==> src/rtl/vx_cache_types_pkg.sv <==
`default_nettype none
// ============================================================================
//  Module   : vx_cache_types_pkg
//  Brief    : Shared cache types and constants for the dirty-line writeback
//             queue (address width, default geometry, entry type, width
//             helpers).
//  Revision : 1.0 - initial release
// ============================================================================
package vx_cache_types_pkg;

  // Line address width {readtag, line index}
  localparam int LINE_ADDR_WIDTH = 28;

  // Default bank geometry
  localparam int BANK_LINE_SIZE_DEF  = 16;
  localparam int BANK_LINE_WIDTH_DEF = BANK_LINE_SIZE_DEF * 8;
  localparam int DWBQ_SIZE_DEF       = 4;

  // Pointer / occupancy widths for a queue of n entries
  function automatic int dwbq_ptr_w(input int n);
    return (n <= 1) ? 1 : $clog2(n);
  endfunction

  function automatic int dwbq_cnt_w(input int n);
    return $clog2(n + 1);
  endfunction

  localparam int DWBQ_PTR_W = dwbq_ptr_w(DWBQ_SIZE_DEF);
  localparam int DWBQ_CNT_W = dwbq_cnt_w(DWBQ_SIZE_DEF);

  // One queued writeback at the default line size
  typedef struct packed {
    logic [LINE_ADDR_WIDTH-1:0]     addr;
    logic [BANK_LINE_WIDTH_DEF-1:0] data;
    logic [BANK_LINE_SIZE_DEF-1:0]  byteen;
  } dwbq_entry_t;

endpackage
`default_nettype wire

==> src/rtl/vx_dwbq_match.sv <==
`default_nettype none
// ============================================================================
//  Module   : vx_dwbq_match
//  Brief    : N-way line-address comparator. One match bit per valid entry
//             whose address equals the probe, with an exclusion mask so the
//             merge path can ignore the entry currently being issued.
//  Revision : 1.0 - initial release
// ============================================================================
module vx_dwbq_match #(
  parameter int N  = 4,
  parameter int AW = 28
) (
  input  logic [N-1:0]         entry_valid,
  input  logic [N-1:0][AW-1:0] entry_addr,
  input  logic [AW-1:0]        probe_addr,
  input  logic [N-1:0]         exclude_mask,
  output logic [N-1:0]         match
);

  // One comparator per entry
  for (genvar i = 0; i < N; i++) begin : g_way
    assign match[i] = entry_valid[i] && !exclude_mask[i] && (entry_addr[i] == probe_addr);
  end

endmodule
`default_nettype wire

==> src/rtl/vx_writeback_queue.sv <==
`default_nettype none
// ============================================================================
//  Module   : vx_writeback_queue
//  Brief    : Per-bank dirty-line writeback FIFO. Captures dirty victims from
//             stage 1, issues them as DRAM writes over valid/ready, exposes
//             fill-level back-pressure and a pending-address lookup.
//  Options  : DWBQ_MERGE_EN - merge a push into a matching non-head entry.
//  Revision : 1.0 - initial release
// ============================================================================
module vx_writeback_queue
  import vx_cache_types_pkg::*;
#(
  parameter int CACHE_ID       = 0,
  parameter int BANK_ID        = 0,
  parameter int BANK_LINE_SIZE = 16,
  parameter int DWBQ_SIZE      = 4
) (
  input  logic                         clk,
  input  logic                         reset,
  input  logic                         push_valid,
  input  logic [LINE_ADDR_WIDTH-1:0]   push_addr,
  input  logic [BANK_LINE_SIZE*8-1:0]  push_data,
  input  logic [BANK_LINE_SIZE-1:0]    push_byteen,
  output logic                         full,
  output logic                         almost_full,
  input  logic [LINE_ADDR_WIDTH-1:0]   lookup_addr,
  output logic                         lookup_hit,
  output logic                         dram_req_valid,
  output logic [LINE_ADDR_WIDTH-1:0]   dram_req_addr,
  output logic [BANK_LINE_SIZE*8-1:0]  dram_req_data,
  output logic [BANK_LINE_SIZE-1:0]    dram_req_byteen,
  input  logic                         dram_req_ready,
  output logic                         overflow_err
);

  localparam int BANK_LINE_WIDTH = BANK_LINE_SIZE * 8;
  localparam int PTR_W           = dwbq_ptr_w(DWBQ_SIZE);
  localparam int CNT_W           = dwbq_cnt_w(DWBQ_SIZE);

  // Elaboration-time sanity checks on configuration
  if (DWBQ_SIZE < 2 || (DWBQ_SIZE & (DWBQ_SIZE - 1)) != 0) begin : g_bad_size
    $error("vx_writeback_queue: DWBQ_SIZE must be a power of two >= 2");
  end
  if (CACHE_ID < 0 || BANK_ID < 0) begin : g_bad_id
    $error("vx_writeback_queue: CACHE_ID/BANK_ID must be non-negative");
  end

  typedef struct packed {
    logic [LINE_ADDR_WIDTH-1:0] addr;
    logic [BANK_LINE_WIDTH-1:0] data;
    logic [BANK_LINE_SIZE-1:0]  byteen;
  } entry_t;

  entry_t [DWBQ_SIZE-1:0] entry_q, entry_d;
  logic   [DWBQ_SIZE-1:0] valid_q, valid_d;
  logic   [PTR_W-1:0]     head_q, head_d, tail_q, tail_d;
  logic   [CNT_W-1:0]     count_q, count_d;
  logic                   overflow_q, overflow_d;

  logic [DWBQ_SIZE-1:0][LINE_ADDR_WIDTH-1:0] entry_addr;
  logic [DWBQ_SIZE-1:0] lookup_match;
  logic [DWBQ_SIZE-1:0] merge_match;
  logic                 merge_hit;
  logic                 push_alloc;
  logic                 pop;

  // Address view of storage for the comparators
  always_comb begin
    for (int i = 0; i < DWBQ_SIZE; i++) begin
      entry_addr[i] = entry_q[i].addr;
    end
  end

  assign full            = (count_q == CNT_W'(DWBQ_SIZE));
  assign almost_full     = (count_q >= CNT_W'(DWBQ_SIZE - 1));
  assign dram_req_valid  = valid_q[head_q];
  assign dram_req_addr   = entry_q[head_q].addr;
  assign dram_req_data   = entry_q[head_q].data;
  assign dram_req_byteen = entry_q[head_q].byteen;
  assign overflow_err    = overflow_q;

  vx_dwbq_match #(.N(DWBQ_SIZE), .AW(LINE_ADDR_WIDTH)) u_lookup_match (
    .entry_valid  (valid_q),
    .entry_addr   (entry_addr),
    .probe_addr   (lookup_addr),
    .exclude_mask ({DWBQ_SIZE{1'b0}}),
    .match        (lookup_match)
  );
  assign lookup_hit = |lookup_match;

`ifdef DWBQ_MERGE_EN
  // The entry being presented to DRAM must stay stable, so it never merges
  logic [DWBQ_SIZE-1:0] head_mask;
  assign head_mask = dram_req_valid ? (DWBQ_SIZE'(1) << head_q) : {DWBQ_SIZE{1'b0}};

  vx_dwbq_match #(.N(DWBQ_SIZE), .AW(LINE_ADDR_WIDTH)) u_merge_match (
    .entry_valid  (valid_q),
    .entry_addr   (entry_addr),
    .probe_addr   (push_addr),
    .exclude_mask (head_mask),
    .match        (merge_match)
  );
`else
  assign merge_match = {DWBQ_SIZE{1'b0}};
`endif

  assign merge_hit  = push_valid && (|merge_match);
  assign push_alloc = push_valid && !merge_hit && !full;
  assign pop        = dram_req_valid && dram_req_ready;

  // Next-state: pop at head, allocate at tail, merge into a matching entry
  always_comb begin
    entry_d    = entry_q;
    valid_d    = valid_q;
    head_d     = head_q;
    tail_d     = tail_q;
    count_d    = count_q;
    overflow_d = overflow_q;

    if (pop) begin
      valid_d[head_q] = 1'b0;
      head_d          = head_q + PTR_W'(1);
    end

    if (push_alloc) begin
      entry_d[tail_q].addr   = push_addr;
      entry_d[tail_q].data   = push_data;
      entry_d[tail_q].byteen = push_byteen;
      valid_d[tail_q]        = 1'b1;
      tail_d                 = tail_q + PTR_W'(1);
    end

    if (push_valid) begin
      for (int i = 0; i < DWBQ_SIZE; i++) begin
        if (merge_match[i]) begin
          for (int b = 0; b < BANK_LINE_SIZE; b++) begin
            if (push_byteen[b]) begin
              entry_d[i].data[b*8 +: 8] = push_data[b*8 +: 8];
            end
          end
          entry_d[i].byteen = entry_q[i].byteen | push_byteen;
        end
      end
    end

    if (push_alloc && !pop) begin
      count_d = count_q + CNT_W'(1);
    end else if (!push_alloc && pop) begin
      count_d = count_q - CNT_W'(1);
    end

    // A refused push means the bank ignored almost_full
    if (push_valid && full && !merge_hit) begin
      overflow_d = 1'b1;
    end
  end

  // Control state register, cleared asynchronously
  always_ff @(posedge clk or negedge reset) begin
    if (!reset) begin
      valid_q    <= '0;
      head_q     <= '0;
      tail_q     <= '0;
      count_q    <= '0;
      overflow_q <= 1'b0;
    end else begin
      valid_q    <= valid_d;
      head_q     <= head_d;
      tail_q     <= tail_d;
      count_q    <= count_d;
      overflow_q <= overflow_d;
    end
  end

  // Payload storage; contents are don't-care until marked valid
  always_ff @(posedge clk) begin
    entry_q <= entry_d;
  end

endmodule
`default_nettype wire

==> config.mk <==
export PLATFORM = sky130hd
export DESIGN_NAME = vx_writeback_queue
export DESIGN_NICKNAME = d
export VERILOG_FILES = /design/src/rtl/vx_cache_types_pkg.sv /design/src/rtl/vx_dwbq_match.sv /design/src/rtl/vx_writeback_queue.sv
export SDC_FILE = /design/constraint.sdc
export NUM_CORES = 1
export LEC_CHECK = 0
export BUFFER_PORTS_ARGS = -buffer_cell sky130_fd_sc_hd__buf_4
export CAP_MARGIN = 5
export CORE_MARGIN = 1
export CORE_UTILIZATION = 39
export CTS_CLUSTER_SIZE = 30
export DETAILED_ROUTE_END_ITERATION = 7
export PLACE_DENSITY = 0.61
export SLEW_MARGIN = 10
export SYNTH_ARGS = -nofsm -noshare
export SYNTH_HDL_FRONTEND = slang
export SYNTH_HIERARCHICAL = 1
export SYNTH_SLANG_ARGS = --single-unit
==> constraint.sdc <==
create_clock -name clk -period 6.7 [get_ports clk]
set_clock_uncertainty 0.2 [all_clocks]
set_input_delay 0.335 -clock clk [delete_from_list [all_inputs] [get_ports clk]]
set_output_delay 0.335 -clock clk [all_outputs]
set_load 0.03 [all_outputs]
==> impl_metrics.ini <==
[finish]
multi_input_area_um2 = 5960
fillerInstances = 5568
final_layout_size_suffix_gt1_share_pct = 36.6
finalNetCount = 2012
mostFrequentLayoutCell = edfxtp_1
final_cell_mix = 688 x edfxtp_1, 389 x buf_4, 176 x dlygate4sd3_1, 172 x mux4_2, 78 x xor2_1
seq_area_um2 = 21000
area_growth_pct = 28.8

[die]
die_area_um2 = 71300
pin_count = 381
num_rows = 96
start_util_pct = 39.6
core_um2 = 69100
fp.dieW_um = 267
die_h_um = 267

[setup_path]
cp_common_cell = buf_4
slowest_stage = dfrtp_4
crit_required_ns = 6.16
r2r_slack_ns = 3.42
critical_path_arrival_ns = 3.34
path_class = reg -> out
cp-end-kind = output port
max_stage_delay_ns = 0.73
cp-start-kind = flop
crit_path_max_fanout = 34
path_cells = buf_4 -> buf_4 -> mux4_2 -> buf_4

[synthesis]
synthMuxAreaShare_pct = 14.3
synth_edf_count = 688
synth_cells = 1194
synthFlopType = edfxtp_1
syn_area_um2 = 27400
synth_cell_types = 37
avgSynthCellArea_um2 = 22.9
synth-compound-area-share_pct = 0.352
synth_top_family_by_area = multiplexers
synthArstFlopShare_pct = 1.71
synth_warnings = 6
synthSimpleGateAreaFrac_pct = 2.74
synth-xor-area-share_pct = 3.71
synthAdderAreaFrac_pct = 0.484
synth_seq_cells = 700
ys_seq_area_share_pct = 76.6

[global_routing]
antenna_found_initial = 11
grt_pass1_wl_mm = 91.6
grtUsageTotal_pct = 17.4
grt_pass1_vias = 14800
globalRouteOverflowTotal = 0
grt_max_degree = 107

[clock_tree]
cts-root-buf = clkbuf_16
cts_made_buffers = 75
clk_pin_slew_ns = 0.06
clk_path_buf_depth = 3
htree_num_levels = 3
cts_tree = yes
cts_sinks = 700
postCtsSetupBuffers = 0
cts-resized-gates = 0
clk_latency_ns = 0.60
cts-hold-fix-buffers = 176

[worst_hold_path]
hold_class = in -> reg

[placed_design]
place_ws_ns = 3.31
io_buffers = 380
place.gp.congestion = 0.801
hpwl_mm = 38.3

[detailed_routing]
drt_wl_total_mm = 62.2
drt_iter0_markers = 814
routed_via_density = 5.01
dr.pass1.iters = 5
num_vias = 14000
drc_errors = 0
post_drt_wl_per_cell_um = 22.3
drt.antenna.violating_nets = 0

[sta]
rsz0062_at_grt = false
worstMarginPinSlew_ns = 1.07
fmax_mhz = 258
relSlewSlack_pct = 28.7
period_minus_slack_ns = 3.88
hold_viol = 0
hold_slack_ns = 0.261
setup_viol = 0
period_share_pct = 57.9
setup-tns-final_ns = 0
post-route-worst-setup-slack_ns = 2.82
drv_slew = 0

[status]
status = complete, no violations

[pwr]
pwr_density_cell_nw_per_um2 = 452
p_leak_uw = 0.0122
peakVddDrop_v = 0.000285

[flow_run]
max_cap_viol_count = 0
==> state kept, by name (all words and copies together) (netlist names) <==
register      cells
entry_q         576
count_q           3
entry_addr      112
tail_q            2
overflow_err      1
valid_q           4
head_q            2
==> cell type report <==
type | count | area share [%]
diodes | 5 | 0.0355
clock buffers | 92 | 5.62
clock inverters | 39 | 0.986
inverters | 15 | 0.160
multi-input cells | 436 | 16.9
flip-flops and latches | 700 | 59.4
well taps | 931 | 3.30
repair buffers | 570 | 13.6
==> cell usage after synthesis, drive strengths merged, types with 2 or more instances <==
library cell	n	area share, %
inv	15	0.21
nor3	4	0.073
clkbuf	7	0.10
o21ai	5	0.091
nor4	20	0.55
a21o	2	0.055
a32oi	4	0.13
mux4	172	14
nor2	2	0.027
xor2	78	2.5
mux2i	3	0.11
ha	9	0.41
xnor2	38	1.2
dfrtp	12	1.1
and2	65	1.5
nand4b	4	0.13
edfxtp	688	75
buf	39	1.5
mux2	2	0.082
nand4	12	0.27
and3	4	0.091
==> worst max-delay path: cells and delay by family, from the launching register on <==
family,cells,cell delay [ns]
buffers and inverters,3,1.33
DFF,1,0.73
muxes,1,0.61
==> per-layer routing <==
| layer | track usage [%] | wire (um) |
|---|---|---|
| met2 | 29.0 | 30900 |
| met5 | 0 | 97 |
| met3 | 4.23 | 4050 |
| met4 | 5.45 | 1450 |
| met1 | 22.5 | 25700 |
==> final timing paths <==
| path | start | end | cells past startpoint |
|---|---|---|---|
| worst max-delay path | head_q[0] | dram_req_data[47] | 4 |
| worst min-delay path | push_data[21] | entry_q[553] | 2 |
| worst max register to register | tail_q[0] | entry_q[373] | 4 |
| worst min register to register | overflow_err | overflow_err | 1 |
| max in group asynchronous | reset | head_q[0] | 3 |
| min in group asynchronous | reset | valid_q[1] | 3 |
==> through the flow <==
step | util, % | power (uW) | cells | cell area, um^2
global route | 51.1 | 16600 | 2787 | 35300
finish | 51.1 | 16000 | 2788 | 35300
CTS | 51.1 | 16200 | 2783 | 35300
floorplan | - | 10200 | 1197 | 27400
detailed placement | 45.1 | 12200 | 2476 | 31200
global placement | 45.1 | 12100 | 2476 | 31200
==> report_power, final <==
part | internal (uW) | switching (uW) | leakage, uW
logic | 2360 | 3500 | 0.00462
clock network | 2300 | 1630 | 0.00114
registers | 5810 | 349 | 0.00646
==> cell families after synthesis <==
family,Yosys count
mux,177
fa+ha+maj,10
other cells,1
simple gates,116
buf+inv,61
xor+xnor,116
flops,700
compound gates,13
(Power assumes the default switching activity.)
